===== config.mk =====
export PLATFORM = sky130hd
export DESIGN_NAME = freq_meter
export DESIGN_NICKNAME = d
export VERILOG_FILES = /design/src/rtl/freq_meter.sv
export SDC_FILE = /design/constraint.sdc
export NUM_CORES = 1
export LEC_CHECK = 0
export BUFFER_PORTS_ARGS = -buffer_cell sky130_fd_sc_hd__buf_2
export CAP_MARGIN = 10
export CORE_ASPECT_RATIO = 1.25
export CORE_MARGIN = 2
export CORE_UTILIZATION = 45
export CTS_BUF_LIST = sky130_fd_sc_hd__clkbuf_8
export CTS_CLUSTER_SIZE = 20
export DETAILED_ROUTE_END_ITERATION = 8
export PLACE_DENSITY = 0.67
export SLEW_MARGIN = 20
export SYNTH_ARGS = -nofsm -noshare
export SYNTH_HDL_FRONTEND = slang
export SYNTH_SLANG_ARGS = --single-unit

===== constraint.sdc =====
create_clock -name clk100M -period 5.2 [get_ports clk100M]
set_input_delay 0.52 -clock clk100M [delete_from_list [all_inputs] [get_ports clk100M]]
set_output_delay 0.52 -clock clk100M [all_outputs]
set_load 0.01 [all_outputs]

===== src/rtl/freq_meter.sv =====
// Gated frequency counter: counts synchronized rising edges of sig_in over a
// fixed window of GATE_CYCLES clocks and latches the result as saturating BCD.
module freq_meter #(
  parameter int GATE_CYCLES = 100000000,
  parameter int DIGITS      = 6
) (
  input  logic                  clk100M,
  input  logic                  clr,
  input  logic                  sig_in,
  output logic [4*DIGITS-1:0]   freq_bcd,
  output logic                  valid,
  output logic                  ovf,
  output logic                  gate
);

  localparam int CW = (GATE_CYCLES > 1) ? $clog2(GATE_CYCLES) : 1;
  localparam logic [CW-1:0] LAST = CW'(GATE_CYCLES - 1);

  typedef enum logic [1:0] {ARM, MEASURE, LATCH} state_t;

  state_t              state_q, state_d;
  logic [2:0]          sync_q;
  logic                rise;
  logic [CW-1:0]       gcnt_q, gcnt_d;
  logic [4*DIGITS-1:0] work_q, work_d, work_inc;
  logic                wovf_q, wovf_d;
  logic [4*DIGITS-1:0] freq_q;
  logic                ovf_q, valid_q, gate_q;
  logic [DIGITS-1:0]   nine, carry;
  logic                all_nines;

  // sync_q[1] is the synchronized input, sync_q[2] its one-cycle-old copy
  assign rise = sync_q[1] & ~sync_q[2];

  generate
    for (genvar gi = 0; gi < DIGITS; gi++) begin : g_digit
      logic [3:0] dig;
      assign dig      = work_q[4*gi +: 4];
      assign nine[gi] = (dig == 4'd9);
      if (gi == 0) begin : g_first
        assign carry[gi] = 1'b1;
      end else begin : g_rest
        assign carry[gi] = carry[gi-1] & nine[gi-1];
      end
      assign work_inc[4*gi +: 4] = !carry[gi] ? dig : (nine[gi] ? 4'd0 : dig + 4'd1);
    end
  endgenerate

  assign all_nines = &nine;

  always_comb begin
    state_d = state_q;
    gcnt_d  = gcnt_q;
    work_d  = work_q;
    wovf_d  = wovf_q;
    case (state_q)
      ARM: begin
        gcnt_d  = '0;
        work_d  = '0;
        wovf_d  = 1'b0;
        state_d = MEASURE;
      end
      MEASURE: begin
        if (rise) begin
          // saturate at all nines instead of wrapping to zero
          if (all_nines) wovf_d = 1'b1;
          else           work_d = work_inc;
        end
        if (gcnt_q == LAST) state_d = LATCH;
        else                gcnt_d  = gcnt_q + CW'(1);
      end
      LATCH:   state_d = ARM;
      default: state_d = ARM;
    endcase
  end

  always_ff @(posedge clk100M or posedge clr) begin
    if (clr) begin
      state_q <= ARM;
      sync_q  <= '0;
      gcnt_q  <= '0;
      work_q  <= '0;
      wovf_q  <= 1'b0;
      freq_q  <= '0;
      ovf_q   <= 1'b0;
      valid_q <= 1'b0;
      gate_q  <= 1'b0;
    end else begin
      state_q <= state_d;
      sync_q  <= {sync_q[1:0], sig_in};
      gcnt_q  <= gcnt_d;
      work_q  <= work_d;
      wovf_q  <= wovf_d;
      if (state_q == LATCH) begin
        freq_q <= work_q;
        ovf_q  <= wovf_q;
      end
      valid_q <= (state_q == LATCH);
      gate_q  <= (state_d == MEASURE);
    end
  end

  assign freq_bcd = freq_q;
  assign ovf      = ovf_q;
  assign valid    = valid_q;
  assign gate     = gate_q;

endmodule

==> results of run 1 <==
## routing by layer
layer	vias up	global-route usage (%)
li1	1644	-
met1	1670	24.03
met2	46	32.80
met3	12	3.752
met4	0	7.562
met5	-	0
## placed cells by master, fill, tap and decap left out, drive strengths merged, types with 8 or more instances in the layout
| cell type | instances |
|---|---|
| mux2 | 25 |
| o21ai | 18 |
| ha | 13 |
| nand4 | 12 |
| nand2 | 45 |
| nor4 | 9 |
| buf | 34 |
| xnor2 | 9 |
| nand3 | 25 |
| dfrtp | 84 |
| inv | 13 |
| and3 | 8 |
| a21oi | 15 |
| nor2 | 29 |
| nand3b | 10 |
| nor3 | 12 |
| clkbuf | 10 |
## sequential cells by signal, indices dropped and copies added, names as in the netlist
register  cells
sync_q        3
gate          1
state_q       2
freq_bcd     24
ovf           1
gcnt_q       27
work_q       24
valid         1
wovf_q        1
## metrics by stage
step	util (%)	instance area, um^2	hold WS, ns	setup slack [ns]	total power [mW]
2_1_floorplan	-	4387	0.3312	2.515	0.7259
3_3_place_gp	48.44	4631	0.3394	2.711	0.7406
3_5_place_dp	48.44	4631	0.3484	2.664	0.7438
4_1_cts	51.05	4880	0.2551	2.642	1.318
5_1_grt	51.09	4883	0.2555	2.437	1.357
6_report	51.09	4883	0.2758	2.646	1.302
## final cells by class
class | count | share of cell area [%]
Clock inverter | 6 | 2.280
Multi-Input combinational cell | 313 | 43.71
Sequential cell | 84 | 43.04
Clock buffer | 10 | 2.818
Timing Repair Buffer | 34 | 3.818
Tap cell | 126 | 3.228
Inverter | 14 | 1.102
## cell families after synthesis
group	Yosys count	share of synthesized area, %
xor+xnor	9	1.797
compound gates	78	12.29
fa+ha+maj	13	3.708
mux	26	6.646
buf+inv	35	3.480
flops	84	47.92
simple gates	187	24.16
## report_power, final
group | switching [mW] | total, mW | internal (mW) | leakage, nW
Combinational | 0.0315 | 0.0484 | 0.0169 | 0.992
Sequential | 0.0154 | 0.681 | 0.665 | 1.14
Clock | 0.241 | 0.573 | 0.332 | 0.122
Total | 0.288 | 1.30 | 1.01 | 2.25
## worst max-delay path by stage
stage                from           to  slack, ns  cells after the start
6_report       state_q[1]   work_q[21]       2.65                      5
5_1_grt        state_q[1]   work_q[21]       2.44                      5
4_1_cts        state_q[1]   work_q[21]       2.64                      5
3_5_place_dp   state_q[1]   work_q[21]       2.66                      5
3_3_place_gp   state_q[1]   work_q[21]       2.71                      5
2_1_floorplan         clr  freq_bcd[0]       2.51                      1
==> metrics.md, run 1 <==
| Metric | Value |
|---|---|
| Hold Path End | sync_q[0] |
| Post-CTS setup buffer count | 0 |
| DRC viols | 0 |
| Clk sinks | between 80 and 90 |
| Worst min path class | in -> reg |
| Syn Area/Cell | a little over 10 um^2 |
| FFs w/ async S/R, synth | 100.0% |
| FMAX | 391.5 MHz |
| Crit-path max cell delay | 0.90 ns |
| ANT cells | 0 |
| Outcome | complete, no violations |
| Area Overhead vs Synth | 11.32% |
| Reg-to-Reg Start | state_q[1] |
| Count leader, synth | dfrtp_1 |
| Syn Std Cell Area | 4387 um^2 |
| Vias in the first global route | 3,320 |
| Layout cells sized above 1 | 19.31% |
| Largest net degree at the start of global routing | 85 |
| Grt total ovfl | 0 |
| Cell variety after synth | 59 |
| Peak supply drop | 150.5 uV |
| Top-area cell type share of the netlist area | about 48% |
| Clk_skew | around 0.0085 ns |
| Drt pass-1 iters | 4 |
| Synth area leaders | dfrtp_1 (48%), mux2_2 (6.4%), nand2_1 (3.9%), ha_1 (3.7%), nand3_1 (2.9%) |
| Startpoint class of the critical path | flip-flop |
| Kind of critical path | reg -> reg |
| Synth Register Bits | 84 |
| Hold path cells | 1 |
| Crit path max-delay family | simple AND/OR/NAND/NOR gates |
| Slew headroom | 43.45% |
| CTS Buf Count | 9 |
| Slew of the pin with the lowest slew margin | 0.8483 ns |
| Register area | about 2100 um^2 |
| Largest fanout on the critical path | 30 |
| Detailed Place HPWL | 6.446 mm |
| First-pass GRT wire length | 16.05 mm |
| Syn Nets | between 400 and 500 |
| NumNets Final | 472 |
| DIE HEIGHT | 114.4 um |
| CP arrival | 2.84 ns |
| Leak Pwr | 2.252 nW |
| CTS H-tree lvls | 3 |
| DR iter-0 viols | 185 |
| R2R Setup Slk | 2.65 ns |
| Die ar. | 10,560 um^2 |
| Final period utilization | 49.12% |
| Layout filler cell count | 868 |
| Fin crit period | roughly 2.6 ns |
| Buffers and inverters on the worst path | 1 |
| Top_reg_cell synth | dfrtp_1 |
| Hold Fails Final Rpt | 0 |
| Register area share after synthesis | 47.92% |
| Max Transition Viols Final | 0 |
| Placed Instances | 571 |
| RSZ-0062 raised after global routing | false |
| Pwr Density | 266.6 nW/um^2 |
| Port Buffers | 29 |
| Metal1 wirelength | a little over 4 mm |
| Area leader, netlist | dfrtp_1 |
| IO Pins | 30 |
| R2R cell count | 5 |
| CP Cell Sequence | nand2b_1 -> buf_4 -> a21oi_1 -> or4_1 -> o21ai_1 |
| Die width | 92.31 um |
| # resized after CTS | 0 |
| CP required | 5.49 ns |
| Placement Rows | 40 |
| Worst-skew pair later-pin latency | 0.36 ns |
| RD Place Congestion | approximately 0.9 |
| Met3 WL | 260 um |
| Total wire length | 9.452 mm |
| Total track usage | approximately a fifth |
| Final setup viols | 0 |
| Sum of negative setup slack | 0 ns |
| Hold_sp | sig_in |
| Clk buf depth | 2 |
| Final ANT Viol Nets | 0 |
| Reg2reg end | work_q[21] |
| Clock transition at the registers of the reported paths | about 0.090 ns |
| Met2 routed WL | 4.873 mm |
| Initial antenna violation count | 0 |
| Drt via density | 5.744 |
| DR top layer | met4 |
| Area occupied by multi-input gates | 2135 um^2 |
| Max-cap violations | 0 |
| DR WL/cell | 16.10 um |
| Critical path capture point type | flip-flop |
| Most frequent cells after synthesis | dfrtp_1 (84), nand2_1 (45), nor2_1 (29) |
| Synth Instances | 432 |
| Root buf cell | clkbuf_8 |
| Slowest CP cell | dfrtp_1 |
| Warnings, synthesis | 0 |
| Starting Density | a little under half |
| Via count | 3,372 |
| Cts hold-fix bufs | 0 |
| CTS tree | done |
| Post-synth EDFFs | 0 |
| Core ar. | 9559 um^2 |
| Post-Layout Cell Count | 587 |
Power figures use the tool's default switching activity.
==> inputs of run 2 (changes only) <==
clock period = 2.45 ns   (was 5.2 ns; I/O delays follow)
==> run 2 against run 1 <==
  * Combinational power grew 120%
  * Sequential cell count is the same
  * First-iteration DRC count grew 5.9%
  * Critical endpoint is now work_q[17]
  * Largest power group unchanged
==> metrics.md, run 2 (synthesis results as in run 1) <==
| Metric | Value |
|---|---|
| Placed cell area | 4713 um^2 (was 4631 um^2) |
| ANT cells | 0 (unchanged) |
| Core ar. | 9559 um^2 (unchanged) |
| Clk buf depth | 2 (unchanged) |
| Final period utilization | 88.57% (was 49.12%) |
| CTS H-tree lvls | 3 (unchanged) |
| Most common cell after layout, fill and taps aside | dfrtp_1 (unchanged) |
| Buffers and inverters on the worst path | 1 (unchanged) |
| R2R Setup Slk | 0.28 ns (was 2.65 ns) |
| DRC viols | 0 (unchanged) |
| Hold_sp | sync_q[0] (was sig_in) |
| Startpoint class of the critical path | flip-flop (unchanged) |
| Slew of the pin with the lowest slew margin | 0.6670 ns (was 0.8483 ns) |
| Die ar. | 10,560 um^2 (unchanged) |
| DR iter-0 viols | 196 (was 185) |
| Fin crit period | 2.170 ns (was 2.554 ns) |
| IO Pins | 30 (unchanged) |
| NumNets Final | 485 (was 472) |
| Via count | 3,481 (was 3,372) |
| Slowest CP cell | or4_1 (was dfrtp_1) |
| Area Overhead vs Synth | 12.95% (was 11.32%) |
| Port Buffers | 29 (unchanged) |
| Top reg by flops | gcnt_q (unchanged) |
| Total wire length | 9.544 mm (was 9.452 mm) |
| RSZ-0062 raised after global routing | false (unchanged) |
| CTS tree | done (unchanged) |
| Leak Pwr | 2.299 nW (was 2.252 nW) |
| # resized after CTS | 0 (unchanged) |
| Final ANT Viol Nets | 0 (unchanged) |
| Hold Fails Final Rpt | 0 (unchanged) |
| Layout cells sized above 1 | 21.10% (was 19.31%) |
| Max-cap violations | 0 (unchanged) |
| Initial antenna violation count | 0 (unchanged) |
| DIE HEIGHT | 114.4 um (unchanged) |
| Cts hold-fix bufs | 2 (was 0) |
| Total track usage | 20.00% (was 19.22%) |
| First-pass GRT wire length | 16.82 mm (was 16.05 mm) |
| Post-Layout Cell Count | 600 (was 587) |
| CTS Buf Count | 9 (unchanged) |
| Slew headroom | 55.54% (was 43.45%) |
| Hold Path End | sync_q[1] (was sync_q[0]) |
| Post-CTS setup buffer count | 0 (unchanged) |
| Root buf cell | clkbuf_8 (unchanged) |
| Crit path max-delay family | simple AND/OR/NAND/NOR gates (unchanged) |
| CP arrival | 2.47 ns (was 2.84 ns) |
| Drt via density | 5.802 (was 5.744) |
| Placed Instances | 582 (was 571) |
| RD Place Congestion | 0.8837 (was 0.8989) |
| Largest fanout on the critical path | 5 (was 30) |
| DR WL/cell | 15.91 um (was 16.10 um) |
| Grt total ovfl | 0 (unchanged) |
| Critical path capture point type | flip-flop (unchanged) |
| Clk sinks | 84 (unchanged) |
| Kind of critical path | reg -> reg (unchanged) |
| Final setup viols | 0 (unchanged) |
| Pwr Density | 531.0 nW/um^2 (was 266.6 nW/um^2) |
| Crit-path max cell delay | 0.55 ns (was 0.90 ns) |
| Worst min path class | reg -> reg (was in -> reg) |
| Placement Rows | 40 (unchanged) |
| Clk_skew | 0.01017 ns (was 0.008545 ns) |
| Worst-skew pair later-pin latency | 0.37 ns (was 0.36 ns) |
| Clock transition at the registers of the reported paths | 0.08 ns (was 0.09 ns) |
| Outcome | complete, no violations (unchanged) |
| Reg-to-Reg Start | work_q[9] (was state_q[1]) |
| Detailed Place HPWL | 6.882 mm (was 6.446 mm) |
| Hold path cells | 0 (was 1) |
| CP Cell Sequence | inv_1 -> ha_1 -> nand3b_1 -> nor3_2 -> a31oi_1 -> or4_1 -> o21ai_1 (was nand2b_1 -> buf_4 -> a21oi_1 -> or4_1 -> o21ai_1) |
| Commonest non-fill, non-tap cells in the layout | dfrtp_1 (84), nand2_1 (45), nor2_1 (29), buf_2 (29) (unchanged) |
| CP required | 2.75 ns (was 5.49 ns) |
| Vias in the first global route | 3,527 (was 3,320) |
| Number of flip-flops in the largest register | 27 (unchanged) |
| R2R cell count | 7 (was 5) |
| Largest net degree at the start of global routing | 40 (was 85) |
| Reg2reg end | work_q[17] (was work_q[21]) |
| Drt pass-1 iters | 4 (unchanged) |
| FMAX | 460.8 MHz (was 391.5 MHz) |
| Peak supply drop | 282.9 uV (was 150.5 uV) |
| Die width | 92.31 um (unchanged) |
| Fin area | 4955 um^2 (was 4883 um^2) |
| Max Transition Viols Final | 0 (unchanged) |
| Sum of negative setup slack | 0 ns (unchanged) |
| Starting Density | 45.89% (unchanged) |
## run 2: cell types whose count changed in the layout (fill, tap and decap cells not counted)
| cell | delta |
|---|---|
| buf_4 | +12 |
| clkbuf_8 | +3 |
| bufinv_16 | -2 |
| dlygate4sd3_1 | +2 |
| buf_6 | -1 |
| clkinv_4 | -1 |
## run 2: worst reg2reg max path, delay by kind of cell (launching register included)
family / cells / cell delay (ns)
DFF: 1 / 0.42
adders and majority gates: 1 / 0.19
buffers and inverters: 1 / 0.07
and+or+nand+nor: 3 / 1.12
AOI/OAI and AO/OA: 2 / 0.31
## run 2: per-stage QoR
| step | util [%] | worst slack, ns | total power [mW] | hold slack (ns) |
|---|---|---|---|---|
| after floorplan | - | 0.03986 | 1.541 | 0.2764 |
| after global placement | 49.31 | 0.4566 | 1.576 | 0.3422 |
| after detailed placement | 49.31 | 0.3426 | 1.581 | 0.3381 |
| after CTS | 51.83 | 0.3208 | 2.668 | 0.3613 |
| after global routing | 51.83 | 0.1994 | 2.739 | 0.3827 |
| final | 51.83 | 0.2799 | 2.631 | 0.3599 |
## run 2: final cells by class
class / instances / area, um^2
well taps: 126 / 157.7
repair buffers: 47 / 285.3
flip-flops and latches: 84 / 2102
multi-input cells: 313 / 2135
fillers: 877 / 4604
clock buffers: 13 / 178.9
clock inverters: 3 / 42.54
inverters: 14 / 53.80
## run 2: power by group
part           switching (mW)  internal [mW]
Clock                   0.499          0.581
Sequential             0.0335           1.41
Combinational          0.0659         0.0399
## run 2: per-layer routing
metal / part of all wire, % / wire [um] / up-vias / track usage (%)
met5: 0 / 0 / - / 0
met2: 51 / 4830 / 47 / 34.45
met1: 45 / 4283 / 1747 / 24.89
met3: 2.2 / 209 / 14 / 2.436
met4: 2.3 / 221 / 0 / 9.751
li1: - / - / 1673 / -
## run 2: worst max-delay path by stage
stage	from	to	slack, ns	cells past startpoint
2_1_floorplan	clr	freq_bcd[0]	0.04	1
3_3_place_gp	work_q[9]	work_q[17]	0.46	7
6_report	work_q[9]	work_q[17]	0.28	7
3_5_place_dp	work_q[9]	work_q[17]	0.34	7
4_1_cts	work_q[9]	work_q[17]	0.32	7
5_1_grt	work_q[9]	work_q[15]	0.20	8
==> inputs of run 3 (changes only) <==
CTS_BUF_LIST = sky130_fd_sc_hd__clkbuf_16   (was sky130_fd_sc_hd__clkbuf_8)
==> run 3 against run 2 <==
  * Non-clock buffer count did not move
  * Register-to-register slack barely moved
  * Largest power group unchanged
  * Critical path depth did not move
  * First-iteration DRC count fell by 4.1%
  * Routed wire length rose by 0.34%
  * Critical path type unchanged
==> metrics.md, run 3 (synthesis results as in run 1) <==
| Metric | Value |
|---|---|
| Hold path cells | 0 (unchanged) |
| Total track usage | 19.96% (was 20.00%) |
| Leak Pwr | 2.323 nW (was 2.299 nW) |
| Max Transition Viols Final | 0 (unchanged) |
| Die width | 92.31 um (unchanged) |
| Final ANT Viol Nets | 0 (unchanged) |
| Post-Layout Cell Count | 600 (unchanged) |
| Reg2reg end | work_q[17] (unchanged) |
| RSZ-0062 raised after global routing | false (unchanged) |
| Worst-skew pair later-pin latency | 0.34 ns (was 0.37 ns) |
| Layout filler cell count | 873 (was 877) |
| CP arrival | 2.42 ns (was 2.47 ns) |
| Hold Path End | sync_q[1] (unchanged) |
| ANT cells | 0 (unchanged) |
| FMAX | 463.3 MHz (was 460.8 MHz) |
| Largest net degree at the start of global routing | 40 (unchanged) |
| Total wire length | 9.576 mm (was 9.544 mm) |
| # resized after CTS | 0 (unchanged) |
| Die ar. | 10,560 um^2 (unchanged) |
| Outcome | complete, no violations (unchanged) |
| NumNets Final | 485 (unchanged) |
| Critical path capture point type | flip-flop (unchanged) |
| Port Buffers | 29 (unchanged) |
| Detailed Place HPWL | 6.882 mm (unchanged) |
| Worst slack at placement | 0.3426 ns (unchanged) |
| Power Total | 2.851 mW (was 2.631 mW) |
| Starting Density | 45.89% (unchanged) |
| Startpoint class of the critical path | flip-flop (unchanged) |
| Final period utilization | 88.09% (was 88.57%) |
| Clock transition at the registers of the reported paths | 0.06 ns (was 0.08 ns) |
| Drt pass-1 iters | 4 (unchanged) |
| Placed Instances | 582 (unchanged) |
| Clk buf depth | 2 (unchanged) |
| First-pass GRT wire length | 16.85 mm (was 16.82 mm) |
| Placement Rows | 40 (unchanged) |
| Hold Fails Final Rpt | 0 (unchanged) |
| Slew of the pin with the lowest slew margin | 0.6607 ns (was 0.6670 ns) |
| Fin area | 5016 um^2 (was 4955 um^2) |
| DRC viols | 0 (unchanged) |
| Worst min path class | reg -> reg (unchanged) |
| DR iter-0 viols | 188 (was 196) |
| Peak supply drop | 294.2 uV (was 282.9 uV) |
| Post-route setup slack | 0.2917 ns (was 0.2799 ns) |
| CTS tree | done (unchanged) |
| R2R cell count | 7 (unchanged) |
| DIE HEIGHT | 114.4 um (unchanged) |
| Clk sinks | 84 (unchanged) |
| CTS H-tree lvls | 3 (unchanged) |
| Root buf cell | clkbuf_16 (was clkbuf_8) |
| Layout cells sized above 1 | 20.25% (was 21.10%) |
| Reg-to-Reg Start | work_q[9] (unchanged) |
| CP required | 2.71 ns (was 2.75 ns) |
| Fin crit period | 2.158 ns (was 2.170 ns) |
| Number of flip-flops in the largest register | 27 (unchanged) |
| Via count | 3,504 (was 3,481) |
| Drt via density | 5.840 (was 5.802) |
| Worst Hold Margin | 0.3508 ns (was 0.3599 ns) |
| Top reg by flops | gcnt_q (unchanged) |
| DR WL/cell | 15.96 um (was 15.91 um) |
| Sum of negative setup slack | 0 ns (unchanged) |
| Pwr Density | 568.3 nW/um^2 (was 531.0 nW/um^2) |
| Placed cell area | 4713 um^2 (unchanged) |
| Most common cell after layout, fill and taps aside | dfrtp_1 (unchanged) |
| Final setup viols | 0 (unchanged) |
| Commonest non-fill, non-tap cells in the layout | dfrtp_1 (84), nand2_1 (45), nor2_1 (29), buf_2 (29) (unchanged) |
| Initial antenna violation count | 0 (unchanged) |
| Core ar. | 9559 um^2 (unchanged) |
| RD Place Congestion | 0.8837 (unchanged) |
| Vias in the first global route | 3,531 (was 3,527) |
| Post-Route Utilization | 52.47% (was 51.83%) |
| R2R Setup Slk | 0.29 ns (was 0.28 ns) |
| Max-cap violations | 0 (unchanged) |
| Slew headroom | 55.95% (was 55.54%) |
| Grt total ovfl | 0 (unchanged) |
| Hold_sp | sync_q[0] (unchanged) |
| Area Overhead vs Synth | 14.35% (was 12.95%) |
| IO Pins | 30 (unchanged) |
| Clk_skew | 0.007716 ns (was 0.01017 ns) |
| Kind of critical path | reg -> reg (unchanged) |
| CTS Buf Count | 9 (unchanged) |
| Largest fanout on the critical path | 5 (unchanged) |
## run 3: power breakdown
part | switching (mW) | total, mW | leakage [nW] | internal (mW)
Clock | 0.524 | 1.30 | 0.135 | 0.773
Sequential | 0.0335 | 1.45 | 1.14 | 1.41
Combinational | 0.0657 | 0.106 | 1.05 | 0.0399
## run 3: critical path, cell delays in order, from the launching register on
cell	delay, ns
dfrtp_1	0.41
inv_1	0.07
ha_1	0.19
nand3b_1	0.19
nor3_2	0.37
a31oi_1	0.22
or4_1	0.55
o21ai_1	0.09
## run 3: metal layers
| layer | vias to the layer above | global-route usage (%) | part of all wire [%] |
|---|---|---|---|
| met1 | 1758 | 24.76 | 44 |
| met3 | 9 | 3.489 | 3.2 |
| met2 | 62 | 34.60 | 51 |
| li1 | 1675 | - | - |
| met4 | 0 | 7.861 | 1.6 |
| met5 | - | 0 | 0 |
## run 3: how the worst max path moves through the flow
stage	start	to	depth (start not counted)
6_report	work_q[9]	work_q[17]	7
5_1_grt	work_q[9]	work_q[15]	8
4_1_cts	work_q[9]	work_q[17]	7
3_5_place_dp	work_q[9]	work_q[17]	7
3_3_place_gp	work_q[9]	work_q[17]	7
2_1_floorplan	clr	freq_bcd[0]	1
## run 3: cell type report
cell class	count	area (um^2)	area share, %
Inverter	14	53.80	1.073
Sequential cell	84	2102	41.91
Tap cell	126	157.7	3.143
Timing Repair Buffer	47	285.3	5.687
Clock inverter	7	57.56	1.147
Clock buffer	9	225.2	4.490
Multi-Input combinational cell	313	2135	42.55
## run 3: what timing repair did
action | 4_1_cts | 5_1_grt
setup buffers | 0 | 0
hold buffers | 2 | 0
endpoints found under the hold margin | 13 | 0
